==> src/rtl/dmem_responder.sv <==
// dmem_responder: wait-stated data memory behind a valid/ready request channel.
// A request is accepted only in IDLE. It waits LATENCY cycles and then answers
// with a single-cycle response pulse. Storage is a register array rather than
// block RAM because every word must clear on reset.
module dmem_responder #(
    parameter int DEPTH_WORDS = 128,
    parameter int LATENCY     = 2
) (
    input  logic        clk_i,
    input  logic        rst_i,
    input  logic        req_valid_i,
    output logic        req_ready_o,
    input  logic        req_write_i,
    input  logic [31:0] req_addr_i,
    input  logic [31:0] req_wdata_i,
    output logic        resp_valid_o,
    output logic [31:0] resp_rdata_o,
    output logic        resp_err_o,
    output logic        busy_o
);

    localparam int IDX_W = (DEPTH_WORDS > 1) ? $clog2(DEPTH_WORDS) : 1;

    typedef enum logic [1:0] {
        ST_IDLE,
        ST_WAIT,
        ST_RESP
    } state_t;

    state_t      r_state;
    logic [3:0]  r_cnt;
    logic        r_write;
    logic [31:0] r_addr;
    logic [31:0] r_wdata;
    logic        r_ready;
    logic        r_resp_valid;
    logic [31:0] r_rdata;
    logic        r_err;
    logic        r_busy;
    logic [31:0] r_mem [DEPTH_WORDS];

    logic                   w_misaligned;
    logic                   w_out_of_range;
    logic                   w_err;
    logic [IDX_W-1:0]       w_idx;
    logic                   w_exec;
    logic                   w_store_en;
    logic [DEPTH_WORDS-1:0] w_word_we;

    // The range check uses the whole word address so high address bits never alias.
    assign w_misaligned   = (r_addr[1:0] != 2'b00);
    assign w_out_of_range = ({2'b00, r_addr[31:2]} >= 32'(DEPTH_WORDS));
    assign w_err          = w_misaligned || w_out_of_range;
    assign w_idx          = r_addr[IDX_W+1:2];
    assign w_exec         = (r_state == ST_WAIT) && (r_cnt == 4'd0);
    assign w_store_en     = w_exec && r_write && !w_err;

    // Each word gets its own write enable, decoded from the latched address.
    for (genvar gi = 0; gi < DEPTH_WORDS; gi++) begin : g_word_we
        assign w_word_we[gi] = w_store_en && (w_idx == IDX_W'(gi));
    end

    // Memory array: cleared on reset, written once at the end of a store's wait.
    always_ff @(posedge clk_i) begin
        if (rst_i) begin
            for (int i = 0; i < DEPTH_WORDS; i++) begin
                r_mem[i] <= '0;
            end
        end else begin
            for (int i = 0; i < DEPTH_WORDS; i++) begin
                if (w_word_we[i]) begin
                    r_mem[i] <= r_wdata;
                end
            end
        end
    end

    // Request FSM with registered handshake, response and busy outputs.
    always_ff @(posedge clk_i) begin
        if (rst_i) begin
            r_state      <= ST_IDLE;
            r_cnt        <= 4'd0;
            r_write      <= 1'b0;
            r_addr       <= '0;
            r_wdata      <= '0;
            r_ready      <= 1'b1;
            r_resp_valid <= 1'b0;
            r_rdata      <= '0;
            r_err        <= 1'b0;
            r_busy       <= 1'b0;
        end else begin
            case (r_state)
                ST_IDLE: begin
                    if (req_valid_i) begin
                        r_write <= req_write_i;
                        r_addr  <= req_addr_i;
                        r_wdata <= req_wdata_i;
                        r_cnt   <= 4'(LATENCY - 1);
                        r_state <= ST_WAIT;
                        r_ready <= 1'b0;
                        r_busy  <= 1'b1;
                    end
                end
                ST_WAIT: begin
                    if (r_cnt == 4'd0) begin
                        // Load data is sampled here. Stores and errors answer with zero data.
                        r_rdata      <= (w_err || r_write) ? 32'd0 : r_mem[w_idx];
                        r_err        <= w_err;
                        r_resp_valid <= 1'b1;
                        r_state      <= ST_RESP;
                    end else begin
                        r_cnt <= r_cnt - 4'd1;
                    end
                end
                ST_RESP: begin
                    r_resp_valid <= 1'b0;
                    r_ready      <= 1'b1;
                    r_busy       <= 1'b0;
                    r_state      <= ST_IDLE;
                end
                default: begin
                    r_resp_valid <= 1'b0;
                    r_ready      <= 1'b1;
                    r_busy       <= 1'b0;
                    r_state      <= ST_IDLE;
                end
            endcase
        end
    end

    assign req_ready_o  = r_ready;
    assign resp_valid_o = r_resp_valid;
    assign resp_rdata_o = r_rdata;
    assign resp_err_o   = r_err;
    assign busy_o       = r_busy;

endmodule

==> config.mk <==
export PLATFORM = sky130hd
export DESIGN_NAME = dmem_responder
export DESIGN_NICKNAME = d
export VERILOG_FILES = /design/src/rtl/dmem_responder.sv
export SDC_FILE = /design/constraint.sdc
export NUM_CORES = 2
export LEC_CHECK = 0
export BUFFER_PORTS_ARGS = -buffer_cell sky130_fd_sc_hd__buf_2
export CAP_MARGIN = 20
export CORE_UTILIZATION = 49
export DETAILED_ROUTE_END_ITERATION = 8
export PLACE_DENSITY = 0.67
export RECOVER_POWER = 50
export SLEW_MARGIN = 30
export SYNTH_ARGS = -nofsm -noshare
export SYNTH_HDL_FRONTEND = slang
export SYNTH_SLANG_ARGS = --single-unit
==> constraint.sdc <==
create_clock -name clk_i -period 9.03 [get_ports clk_i]
set_clock_uncertainty 0.15 [all_clocks]
set_input_delay 0.4515 -clock clk_i [delete_from_list [all_inputs] [get_ports clk_i]]
set_output_delay 0.4515 -clock clk_i [all_outputs]
set_load 0.02 [all_outputs]
==> summary.md <==
| Metric | Value |
|---|---|
| Area of the multi-input gates | `roughly 43000 µm²` |
| Worst skew pair latency | `1.00 ns` |
| Post-synthesis register bit count | `roughly 4200` |
| Hold Crit Endpoint | `r_addr[31]$_SDFFE_PP0P_` |
| Fin Setup TNS | `0 ns` |
| Share of post-route cells with drive strength above 1 | `0.196` |
| Drt total wl | `~540 mm` |
| PD cells | `between 200 and 250 nW/µm²` |
| Crit Path Max Fanout | `45` |
| Die Y | `between 500 and 600 µm` |
| Worst setup margin | `roughly 1.8 ns` |
| Failing checks | `max-capacitance violations, max-slew violations` |
| First-pass GRT wire length | `roughly 740 mm` |
| Largest net degree at the start of global routing | `129` |
| Min-delay worst type | `in2reg` |
| Final Hold Violating Endpoints | `0` |
| WP data arrival | `between 7 and 8 ns` |
| Layout net count | `around 10000` |
| Iteration-0 DRC Markers | `about 18000` |
| Final setup fails | `0` |
| Reg2reg start | `r_addr[28]$_SDFFE_PP0P_` |
| DRC | `0` |
| Port bufs | `around 100` |
| FMAX | `about 0.14 GHz` |
| Most frequent cell on the critical path | `nor4_1` |
| Post-Synthesis Cell Area | `171000 µm²` |
| GP Congestion | `~0.9` |
| H-Tree Level Count | `5` |
| Max_cap viols | `between 50 and 60` |
| Final core utilization | `0.553` |
| Seq/Total Area, Yosys | `0.733` |
| Crit end category | `register` |
| CP startpoint kind | `register` |
| Total track usage | `0.303` |
| Post-cts sizing count | `0` |
| FFs w/ async S/R, synth | `0` |
| Power Total | `about 44 mW` |
| Hold buffers post-CTS | `67` |
| Leak pwr | `61.8 nW` |
| Number of global-route vias before repair | `96857` |
| Peak supply drop | `0.186 mV` |
| Pre-CTS setup slack | `3.78 ns` |
| Period utilization | `0.795` |
| Die width | `593 µm` |
| Min cycle time layout | `between 7 and 8 ns` |
| Core box area | `between 300000 and 400000 µm²` |
| Initial antenna violation count | `41` |
| Mapped Cells | `a little over 10000` |
| Syn avg cell area | `~17 µm²` |
| Crit path kind | `reg2reg` |
| Worst Reg-to-Reg Cells | `7` |
| Actual slew at the worst max-slew pin | `4.59 ns` |
| Sequential cell area | `125000 µm²` |
| Sink Count | `4210` |
| Max incr delay on CP | `2.07 ns` |
| Cell Chain, Critical Path | `nor4_1 > nand2_1 > nor4_1 > nand4b_1 > buf_4 > o21ai_0 > clkbuf_1` |
| Req. time, crit path | `between 9 and 10 ns` |
| Hold Path Depth | `4` |
| WL/cell | `between 30 and 40 µm` |
| Final ANT Viol Nets | `0` |
| Levels on crit path | `7` |
| RSZ-0062 raised after global routing | `false` |
| HP Start | `req_addr_i[31]` |
| Root Driver | `clkbuf_16` |
| WP buf/inv | `2` |
| Reg2reg setup slack | `approximately 1.8 ns` |
| Synth area leaders | `edfxtp_1 (72%), mux4_2 (12%), nor2_1 (4.7%)` |
| Rel. slew slack | `-2.06` |
| Placed wire-length estimate | `around 330 mm` |
| Total gr overflow | `0` |
| Initial core utilization | `0.493` |
| Clock buffer depth | `4` |
| Die footprint | `351000 µm²` |
| Critical path's slowest cell | `nor4_1` |
| Drt pass-1 iters | `6` |
| Top-area cell type share of the netlist area | `0.720` |
| Syn nets | `10183` |
| Area Overhead vs Synth | `12.1%` |
| Status | `finished with violations` |
| CTS tree | `done` |
| EDFF count, synth | `approximately 4100` |
| CP delay by family, top | `simple AND/OR/NAND/NOR gates` |
| Via Count | `approximately 100k` |
| Post-synth top area cell | `edfxtp_1` |
| Critical R2R Capture | `r_mem[102][16]$_DFFE_PP_` |
| Fillers | `roughly 26000` |
| Library cells used by synthesis | `65` |
| Final Max Tran Viols | `roughly 2300` |
| Yosys warns | `0` |
| Vias per inst | `between 6 and 7` |
| # rows | `216` |
| CTS buffer count | `between 400 and 500` |
| Reg clk slew, reported paths | `about 0.070 ns` |
| Setup Buffers After CTS | `0` |
| Post-synth top flop | `edfxtp_1` |
| Num ports | `104` |
sequential cells by signal (all words and copies together) (netlist names), named ones only:
name	cells
r_cnt	4
r_wdata	32
r_write	1
r_state	2
resp_valid_o	1
r_addr	32
resp_rdata_o	32
req_ready_o	1
busy_o	1
r_mem	4096
resp_err_o	1
how the worst max path moves through the flow:
stage                       startpoint                       endpoint  slack (ns)
5_1_grt          r_cnt[1]$_SDFFE_PP0P_    r_mem[51][24]$_SDFFCE_PN0P_        1.86
3_5_place_dp                  register  resp_rdata_o[24]$_SDFFE_PP0P_        3.78
2_1_floorplan    r_cnt[0]$_SDFFE_PP0P_     r_mem[21][0]$_SDFFCE_PN0P_        4.14
4_1_cts                       register  resp_rdata_o[24]$_SDFFE_PP0P_        3.76
6_report       r_addr[28]$_SDFFE_PP0P_       r_mem[102][16]$_DFFE_PP_        1.85
3_3_place_gp                  register  resp_rdata_o[17]$_SDFFE_PP0P_        3.42
tightest hold or removal path: stages:
cell and delay, ns:
dlygate4sd3_1 0.53, buf_2 0.12, nand2_1 0.05, a21oi_1 0.05
metal layers:
layer	GRT usage	wire, µm	part of all wire	up-vias
li1	-	-	-	39387
met1	0.416	193000	0.36	52331
met2	0.440	234000	0.44	7814
met3	0.0985	80800	0.15	1122
met4	0.145	30700	0.057	12
met5	0.00122	76	0.00014	-
through the flow:
step	area, µm²	std cells	hold WS [ns]
6_report	192000	15138	0.122
3_3_place_gp	177000	14280	0.300
5_1_grt	192000	15125	0.132
3_5_place_dp	178000	14299	0.301
2_1_floorplan	171000	10113	0.281
4_1_cts	192000	15115	0.0790
cell type report:
cell class,count,share of cell area
Tap cell,4578,0.0299
Sequential cell,4210,0.654
Antenna cell,18,0.000235
Inverter,39,0.000843
Clock inverter,252,0.0141
Timing Repair Buffer,513,0.0203
Multi-Input combinational cell,5031,0.224
Clock buffer,497,0.0563
power breakdown:
part	switching, mW	internal [mW]	total (mW)	leakage, nW
combinational	2.50	1.18	3.68	12.1
sequential	0.288	22.3	22.6	43.2
clock	7.53	9.84	17.4	6.58
total	10.3	33.4	43.7	61.8
cell families after synthesis:
family | count (synthesis) | synth area share
DFF | 4210 | 0.733
and+or+nand+nor | 2996 | 0.0711
muxes | 1214 | 0.138
buffers and inverters | 872 | 0.0247
AOI/OAI and AO/OA | 817 | 0.0331
xor gates and xnor gates | 2 | 0.000103
adders and majority gates | 2 | 0.000146
placed cells by master (no fill, tap or decap), types with 109 or more instances in the layout:
| cell type | netlist | routed |
|---|---|---|
| buf_4 | 63 | 250 |
| nand2_1 | 519 | 509 |
| edfxtp_1 | 4096 | 4096 |
| clkbuf_1 | 533 | 159 |
| a22oi_1 | 183 | 183 |
| nor2_1 | 2133 | 2124 |
| mux2i_1 | 305 | 305 |
| mux4_2 | 908 | 908 |
| nand4_1 | 109 | 109 |
| clkbuf_16 | 0 | 412 |
cells in the mapped netlist (6+ instances only):
library cell,count
nand3_1,39
a221oi_1,113
mux4_2,908
buf_6,37
a211oi_1,9
nor2_1,2133
dfxtp_1,114
inv_1,37
buf_4,63
buf_1,49
nor4_1,32
a22o_1,62
nand3b_1,17
nand2_1,519
o22ai_1,65
nor3_1,41
a31oi_1,31
a2111oi_2,6
buf_2,128
mux2i_1,305
nand2b_1,10
o21ai_0,177
a22oi_1,183
o211ai_1,12
nor2b_1,37
nand4b_1,14
a21oi_1,103
edfxtp_1,4096
nand4_1,109
buf_8,18
a2111oi_1,17
clkbuf_1,533
a32oi_1,25
(Power assumes the default switching activity.)
